File: src/rtl/uart_pkg.sv
// UART transmitter shared types and constants.
// Frame-control (LCR) bundle, FSM encoding and bit timing.
package uart_pkg;

  localparam int TICKS_PER_BIT   = 16;
  localparam int STOP_HALF_EXTRA = 8;
  localparam int TICK_W          = 5;
  localparam int BIT_W           = 3;
  localparam int DATA_W          = 8;
  localparam int WLS_W           = 2;

  typedef enum logic [2:0] {
    ST_IDLE,
    ST_START,
    ST_DATA,
    ST_PARITY,
    ST_STOP
  } state_e;

  typedef struct packed {
    logic [WLS_W-1:0] wls;
    logic             stb;
    logic             pen;
    logic             eps;
    logic             sp;
  } lcr_t;

  // Index of the final tick of the stop period: 16, 24 or 32 ticks.
  function automatic logic [TICK_W-1:0] stop_last(input lcr_t l);
    int n;
    n = TICKS_PER_BIT;
    if (l.stb) begin
      n = (l.wls == '0) ? TICKS_PER_BIT + STOP_HALF_EXTRA
                        : 2 * TICKS_PER_BIT;
    end
    return TICK_W'(n - 1);
  endfunction

  function automatic logic parity_bit(input logic x, input lcr_t l);
    if (l.sp) return !l.eps;
    return l.eps ? x : !x;
  endfunction

endpackage

File: src/rtl/uart_tx_ctrl.sv
// UART transmit controller: pops a FWFT FIFO and
// serialises start, 5-8 data, optional parity and stop bits.
module uart_tx_ctrl
  import uart_pkg::*;
(
  input  logic              apb_clk_in,
  input  logic              apb_rst_in,
  input  logic              bclk_in,
  input  logic              utrst_in,
  input  logic [WLS_W-1:0]  wls_in,
  input  logic              stb_in,
  input  logic              pen_in,
  input  logic              eps_in,
  input  logic              sp_in,
  input  logic              bc_in,
  input  logic              fifo_empty_in,
  input  logic [DATA_W-1:0] fifo_data_in,
  output logic              fifo_rd_out,
  output logic              uart_txd_out,
  output logic              temt_out
);

  state_e              state_q;
  logic [TICK_W-1:0]   tick_q;
  logic [BIT_W-1:0]    bit_q;
  logic [DATA_W-1:0]   shift_q;
  logic                par_q;
  lcr_t                lcr_q;
  logic                txd_q;

  lcr_t                lcr_d;
  logic [TICK_W-1:0]   last_tick;
  logic                bit_done;
  logic                data_last;
  logic                pop;

  assign lcr_d = {wls_in, stb_in, pen_in, eps_in, sp_in};

  always_comb begin
    last_tick = TICK_W'(TICKS_PER_BIT - 1);
    if (state_q == ST_STOP) last_tick = stop_last(lcr_q);
    bit_done  = bclk_in && (tick_q == last_tick);
    data_last = bit_q == (BIT_W'(4) + BIT_W'(lcr_q.wls));
    // Pop in idle, or on the final stop tick for back-to-back frames.
    pop = !apb_rst_in && utrst_in && !fifo_empty_in &&
          ((state_q == ST_IDLE) ||
           ((state_q == ST_STOP) && bit_done));
  end

  assign fifo_rd_out  = pop;
  assign temt_out     = (state_q == ST_IDLE) && !pop;
  assign uart_txd_out = bc_in ? 1'b0 : txd_q;

  always_ff @(posedge apb_clk_in) begin
    if (apb_rst_in) begin
      state_q <= ST_IDLE;
      tick_q  <= '0;
      bit_q   <= '0;
      shift_q <= '0;
      par_q   <= 1'b0;
      lcr_q   <= '0;
      txd_q   <= 1'b1;
    end else if (!utrst_in) begin
      state_q <= ST_IDLE;
      tick_q  <= '0;
      bit_q   <= '0;
      txd_q   <= 1'b1;
    end else if (pop) begin
      state_q <= ST_START;
      tick_q  <= '0;
      bit_q   <= '0;
      shift_q <= fifo_data_in;
      lcr_q   <= lcr_d;
      par_q   <= 1'b0;
      txd_q   <= 1'b0;
    end else begin
      if (bclk_in && state_q != ST_IDLE) tick_q <= tick_q + 1'b1;
      if (bit_done) tick_q <= '0;
      unique case (state_q)
        ST_IDLE: begin
          tick_q <= '0;
          txd_q  <= 1'b1;
        end
        ST_START: begin
          if (bit_done) begin
            state_q <= ST_DATA;
            txd_q   <= shift_q[0];
          end
        end
        ST_DATA: begin
          if (bit_done) begin
            par_q   <= par_q ^ shift_q[0];
            shift_q <= shift_q >> 1;
            if (data_last) begin
              bit_q <= '0;
              if (lcr_q.pen) begin
                state_q <= ST_PARITY;
                txd_q   <= parity_bit(par_q ^ shift_q[0], lcr_q);
              end else begin
                state_q <= ST_STOP;
                txd_q   <= 1'b1;
              end
            end else begin
              bit_q <= bit_q + 1'b1;
              txd_q <= shift_q[1];
            end
          end
        end
        ST_PARITY: begin
          if (bit_done) begin
            state_q <= ST_STOP;
            txd_q   <= 1'b1;
          end
        end
        ST_STOP: begin
          if (bit_done) begin
            state_q <= ST_IDLE;
            txd_q   <= 1'b1;
          end
        end
        default: begin
          state_q <= ST_IDLE;
          txd_q   <= 1'b1;
        end
      endcase
    end
  end

endmodule

File: config.mk
export PLATFORM = sky130hd
export DESIGN_NAME = uart_tx_ctrl
export DESIGN_NICKNAME = d
export VERILOG_FILES = /design/src/rtl/uart_pkg.sv /design/src/rtl/uart_tx_ctrl.sv
export SDC_FILE = /design/constraint.sdc
export NUM_CORES = 1
export LEC_CHECK = 0
export ABC_AREA = 0
export BUFFER_PORTS_ARGS = -buffer_cell sky130_fd_sc_hd__buf_2
export CORE_UTILIZATION = 50
export CTS_CLUSTER_SIZE = 20
export DETAILED_ROUTE_END_ITERATION = 10
export MAX_ROUTING_LAYER = met4
export PLACE_DENSITY = 0.85
export SETUP_SLACK_MARGIN = 0.1
export SLEW_MARGIN = 20
export SYNTH_ARGS = -nofsm -noshare
export SYNTH_HDL_FRONTEND = slang
export SYNTH_SLANG_ARGS = --single-unit
File: constraint.sdc
create_clock -name apb_clk_in -period 1.9 [get_ports apb_clk_in]
set_clock_uncertainty 0.05 [all_clocks]
set_input_delay 0.19 -clock apb_clk_in [delete_from_list [all_inputs] [get_ports apb_clk_in]]
set_output_delay 0.19 -clock apb_clk_in [all_outputs]
set_load 0.02 [all_outputs]
==> summary by stage <==
Global route
The total grt overflow is 0. The number of global-route vias before repair came to 1477. The busiest metal layer after global routing is met2.

The met2 usage in global routing is 47.6%. In the global route stage, met1 resource usage came out at ~31%. The number of antenna violations at the first check in global routing came to 0. The overall routing resource usage is 27.2%. The met3 global-route usage is 4.76%. The first global-routing pass estimated about 6600 µm of wire.

Entering global routing, the biggest net connects 16 pins.

Routing
The first routing iteration left 70 violations. The routed via count is around 1500. The routed via count divided by cell count is 5.89.

Once detail routing completed, the nets flagged for antenna violations numbered 0. In the routed design, unresolved DRC markers number 0. The final routed wirelength across all metal layers is ~4000 µm.

After detailed routing, the average wire length per cell comes to 15.9 µm. Before antenna repair, the detailed router went through 4 iterations.

Layout
The fill cell instance count of the final layout is 210. After the last flow step, the layout net total stands at 245. The fraction of final layout cells sized beyond drive strength 1 is 40.1%. The area growth from synthesis to layout is 36.4%.

0 antenna diodes ended up in the layout. In the final layout, the multi-input gates occupy 1070 µm². The final design instance area without fill is 2080 µm². The sequential cell area in the final layout is 544 µm².

Synth
Synthesis produced 173 cells. The share of the Yosys chip area taken by registers is between 30% and 40%. After synthesis, the mean cell area works out to 8.83 µm². The number of different library cells used by synthesis comes to 46. The netlist area before placement is 1530 µm². In this run, synthesis produced a sequential element count of 27. The post-synthesis net count is 195. For this run, asynchronously set or reset flops after synthesis account for 0%. Yosys printed 0 warnings.

Counting flops with a built-in enable in the synthesized netlist gives 0. The main flop type after synthesis is sky130_fd_sc_hd__dfxtp_1.

Setup path
The highest net fanout along the worst path is 3. The largest individual stage delay along the critical path comes from the cell sky130_fd_sc_hd__or3_4. The arrival time reported for the critical path endpoint is 1.77 ns. Data on the critical path is required at its endpoint by 1.66 ns. In this design, the stage delay of the slowest critical-path cell is 0.42 ns.

The launching element type of the critical path is a flop. The kind of cell adding the most delay to the critical path is compound AO/OA/AOI/OAI gates. The worst register-to-register path has a setup slack of -0.04 ns.

Walking the worst path, the cells encountered are or3_4, a211oi_4, o311ai_4, inv_2, buf_6. The kind of end point of the critical path is an output pin. The path type of the worst setup path is flop to output pin. The critical path contains buffers and inverters numbering 2 combined.

Die
The full die area is between 3000 and 4000 µm². The number of cell rows is 19. The area of the placeable core is 2830 µm². The initial utilization of the core area, before any placement, comes to 54.0%. Pin placement for this block handled 23 I/O pins. In this run the horizontal extent of the chip is approximately 57 µm.

Measured along the y axis, the die boundary spans between 50 and 60 µm.

Power and ir drop
The worst IR drop on VDD is 0.456 mV. The net switching power of the design is 0.000267 W. Summed over all cells, the static leakage comes to 0.847 nW.

The cell internal power dissipation is 0.000730 W. The clock share of power is between 20% and 30%. The switching share of total power is between 20% and 30%. Dividing total power by cell area gives a power density of 478 nW/µm². Combinational cells account for about 14% of the total power. The relative contribution of sequential cells to total power is 59.6%.

Hold path
The classification of the worst-slack hold path is primary input to flop.

Timing
The number of hold violations in the final report is 0. The worst setup slack after layout is -0.105 ns. The worst-case headroom to the max-slew limit is 75.8%.

The final-report max-slew violation count is 0. The final setup violation count is 14. For this run, the top clock speed supported by timing is 499 MHz.

The time the worst path needs with I/O delays and setup is 2.01 ns. The measured slew at the worst slew-check pin is 0.362 ns. For the final routed database, the setup TNS stands at -0.367 ns. Setup repair after global routing could not meet its margin everywhere. Dividing the final minimum period by the clock period gives 106%.

Job
The number of violations of the max-capacitance limit is 0.

Placement
The number of buffers added on ports is 22. The placer's final routability congestion estimate is 0.870. The placed wire-length estimate is 2790 µm. The area of placed instances is 1880 µm².

Clock network
The insertion delay to the later sink of the worst-skew pair is 0.34 ns. The number of H-tree levels is 1. Clock-pin slew was measured on the worst setup and hold paths at 0.15 ns.

The longest clock path from root to sink contains 2 buffers. The sink count of the clock tree is 27. Clock tree synthesis inserted a total of 3 buffers. The cell sitting at the root of the clock tree is a sky130_fd_sc_hd__clkbuf_4. The clock tree from TritonCTS is done.

Outcome
The checks that failed: setup timing. The flow ran to the end, but the final reports show violations.
placed cells by master, fill, tap and decap left out, types with 4 or more instances in the layout:
cell	instances
sky130_fd_sc_hd__inv_1	8
sky130_fd_sc_hd__dfxtp_1	24
sky130_fd_sc_hd__buf_4	27
sky130_fd_sc_hd__nand2_1	7
sky130_fd_sc_hd__buf_2	21
sky130_fd_sc_hd__nand3_1	10
sky130_fd_sc_hd__nor2_1	17
sky130_fd_sc_hd__mux2i_1	15
sky130_fd_sc_hd__nor2b_1	4
sky130_fd_sc_hd__a21oi_1	12
sky130_fd_sc_hd__o31ai_2	7
sky130_fd_sc_hd__xnor2_1	5
registers in the layout, summed over array words and instances (netlist names):
| signal | cells |
|---|---|
| shift_q | 8 |
| lcr_q | 6 |
| tick_q | 5 |
| txd_q | 1 |
| state_q | 3 |
| bit_q | 3 |
| par_q | 1 |
path summary, 6_finish.rpt:
| path | start | end | cells past startpoint |
|---|---|---|---|
| setup / recovery | tick_q[3]$_SDFFE_PP0P_ | fifo_rd_out | 5 |
| hold / removal | sp_in | lcr_q[0]$_SDFFE_PP0P_ | 3 |
| setup reg to reg | tick_q[3]$_SDFFE_PP0P_ | par_q$_SDFFE_PP0P_ | 7 |
| hold reg to reg | shift_q[7]$_SDFFE_PP0P_ | shift_q[7]$_SDFFE_PP0P_ | 2 |
logic make-up (layout without fill, tap and decap cells):
group | Yosys count | after routing | synth area share (%)
AND/OR/NAND/NOR | 63 | 63 | 24.1
AO/OA/AOI/OAI | 43 | 43 | 20.5
flip-flops | 27 | 27 | 35.4
buffers and inverters | 16 | 65 | 4.59
multiplexers | 15 | 15 | 9.83
XOR/XNOR | 7 | 7 | 4.01
adder cells (fa/ha/maj) | 2 | 2 | 1.64
cell usage after synthesis, types with 2 or more instances:
cell type | number | area share, %
sky130_fd_sc_hd__dfxtp_1 | 27 | 35
sky130_fd_sc_hd__nor2_1 | 17 | 4.2
sky130_fd_sc_hd__mux2i_1 | 15 | 9.8
sky130_fd_sc_hd__a21oi_1 | 13 | 4.3
sky130_fd_sc_hd__nand3_1 | 10 | 3.3
sky130_fd_sc_hd__nand2_1 | 9 | 2.2
sky130_fd_sc_hd__o31ai_1 | 9 | 4.4
sky130_fd_sc_hd__inv_1 | 8 | 2.0
sky130_fd_sc_hd__o21ai_0 | 5 | 1.6
sky130_fd_sc_hd__xnor2_1 | 5 | 2.9
sky130_fd_sc_hd__a211oi_1 | 4 | 2.0
sky130_fd_sc_hd__nor2b_1 | 4 | 1.6
sky130_fd_sc_hd__clkbuf_1 | 3 | 0.74
sky130_fd_sc_hd__a21o_1 | 2 | 0.98
sky130_fd_sc_hd__and3_1 | 2 | 0.82
sky130_fd_sc_hd__buf_2 | 2 | 0.66
sky130_fd_sc_hd__buf_4 | 2 | 0.98
sky130_fd_sc_hd__ha_1 | 2 | 1.6
sky130_fd_sc_hd__nand2b_1 | 2 | 0.82
sky130_fd_sc_hd__nand3b_1 | 2 | 0.98
sky130_fd_sc_hd__nor3_1 | 2 | 0.66
sky130_fd_sc_hd__or2_0 | 2 | 0.82
sky130_fd_sc_hd__or3_1 | 2 | 0.82
sky130_fd_sc_hd__xor2_1 | 2 | 1.1
worst min-delay path, stage by stage:
cell	delay (ns)
sky130_fd_sc_hd__buf_2	0.08
sky130_fd_sc_hd__mux2i_1	0.05
sky130_fd_sc_hd__nor2_1	0.07
stage by stage:
stage | total power (W) | worst slack, ns | instances | utilization (%) | hold slack (ns)
final | 0.000997 | -0.105 | 253 | 73.6 | 0.0171
after global routing | 0.00104 | -0.181 | 253 | 73.6 | 0.0311
after CTS | 0.000983 | -0.0607 | 252 | 71.6 | 0.0315
after detailed placement | 0.000726 | -0.0446 | 243 | 66.5 | 0.379
after global placement | 0.000723 | -0.00981 | 243 | 66.5 | 0.374
after floorplan | 0.000671 | -0.0157 | 173 | - | 0.284
timing repair:
item / in CTS / in global routing
setup buffers: 5 / 2
hold endpoints to repair: 0 / 0
pin swaps: 9 / 2
resized for setup: 19 / 11
setup endpoints to repair: 22 / 29
hold buffers: 0 / 0
routing by layer:
| metal | vias to the layer above | part of all wire [%] |
|---|---|---|
| met2 | 49 | 53 |
| met3 | 8 | 3.9 |
| met1 | 707 | 41 |
| met5 | - | 0 |
| li1 | 725 | - |
| met4 | 0 | 1.9 |
cell type report:
class                      instances  area share [%]
multi-input combinational        130            51.3
sequential                        27            26.1
timing repair buffer              52            17.8
tap                               31            1.86
inverter                           9            1.62
clock buffer                       3            1.08
clock inverter                     1           0.240
power by group through the flow:
| stage | Sequential, W | Combinational (W) | Clock (W) |
|---|---|---|---|
| floorplan | 0.000600 | 0.0000702 | 0 |
| global placement | 0.000603 | 0.000120 | 0 |
| detailed placement | 0.000604 | 0.000122 | 0 |
| CTS | 0.000593 | 0.000135 | 0.000255 |
| global route | 0.000596 | 0.000151 | 0.000289 |
| finish | 0.000594 | 0.000140 | 0.000263 |
(Power assumes the default switching activity.)
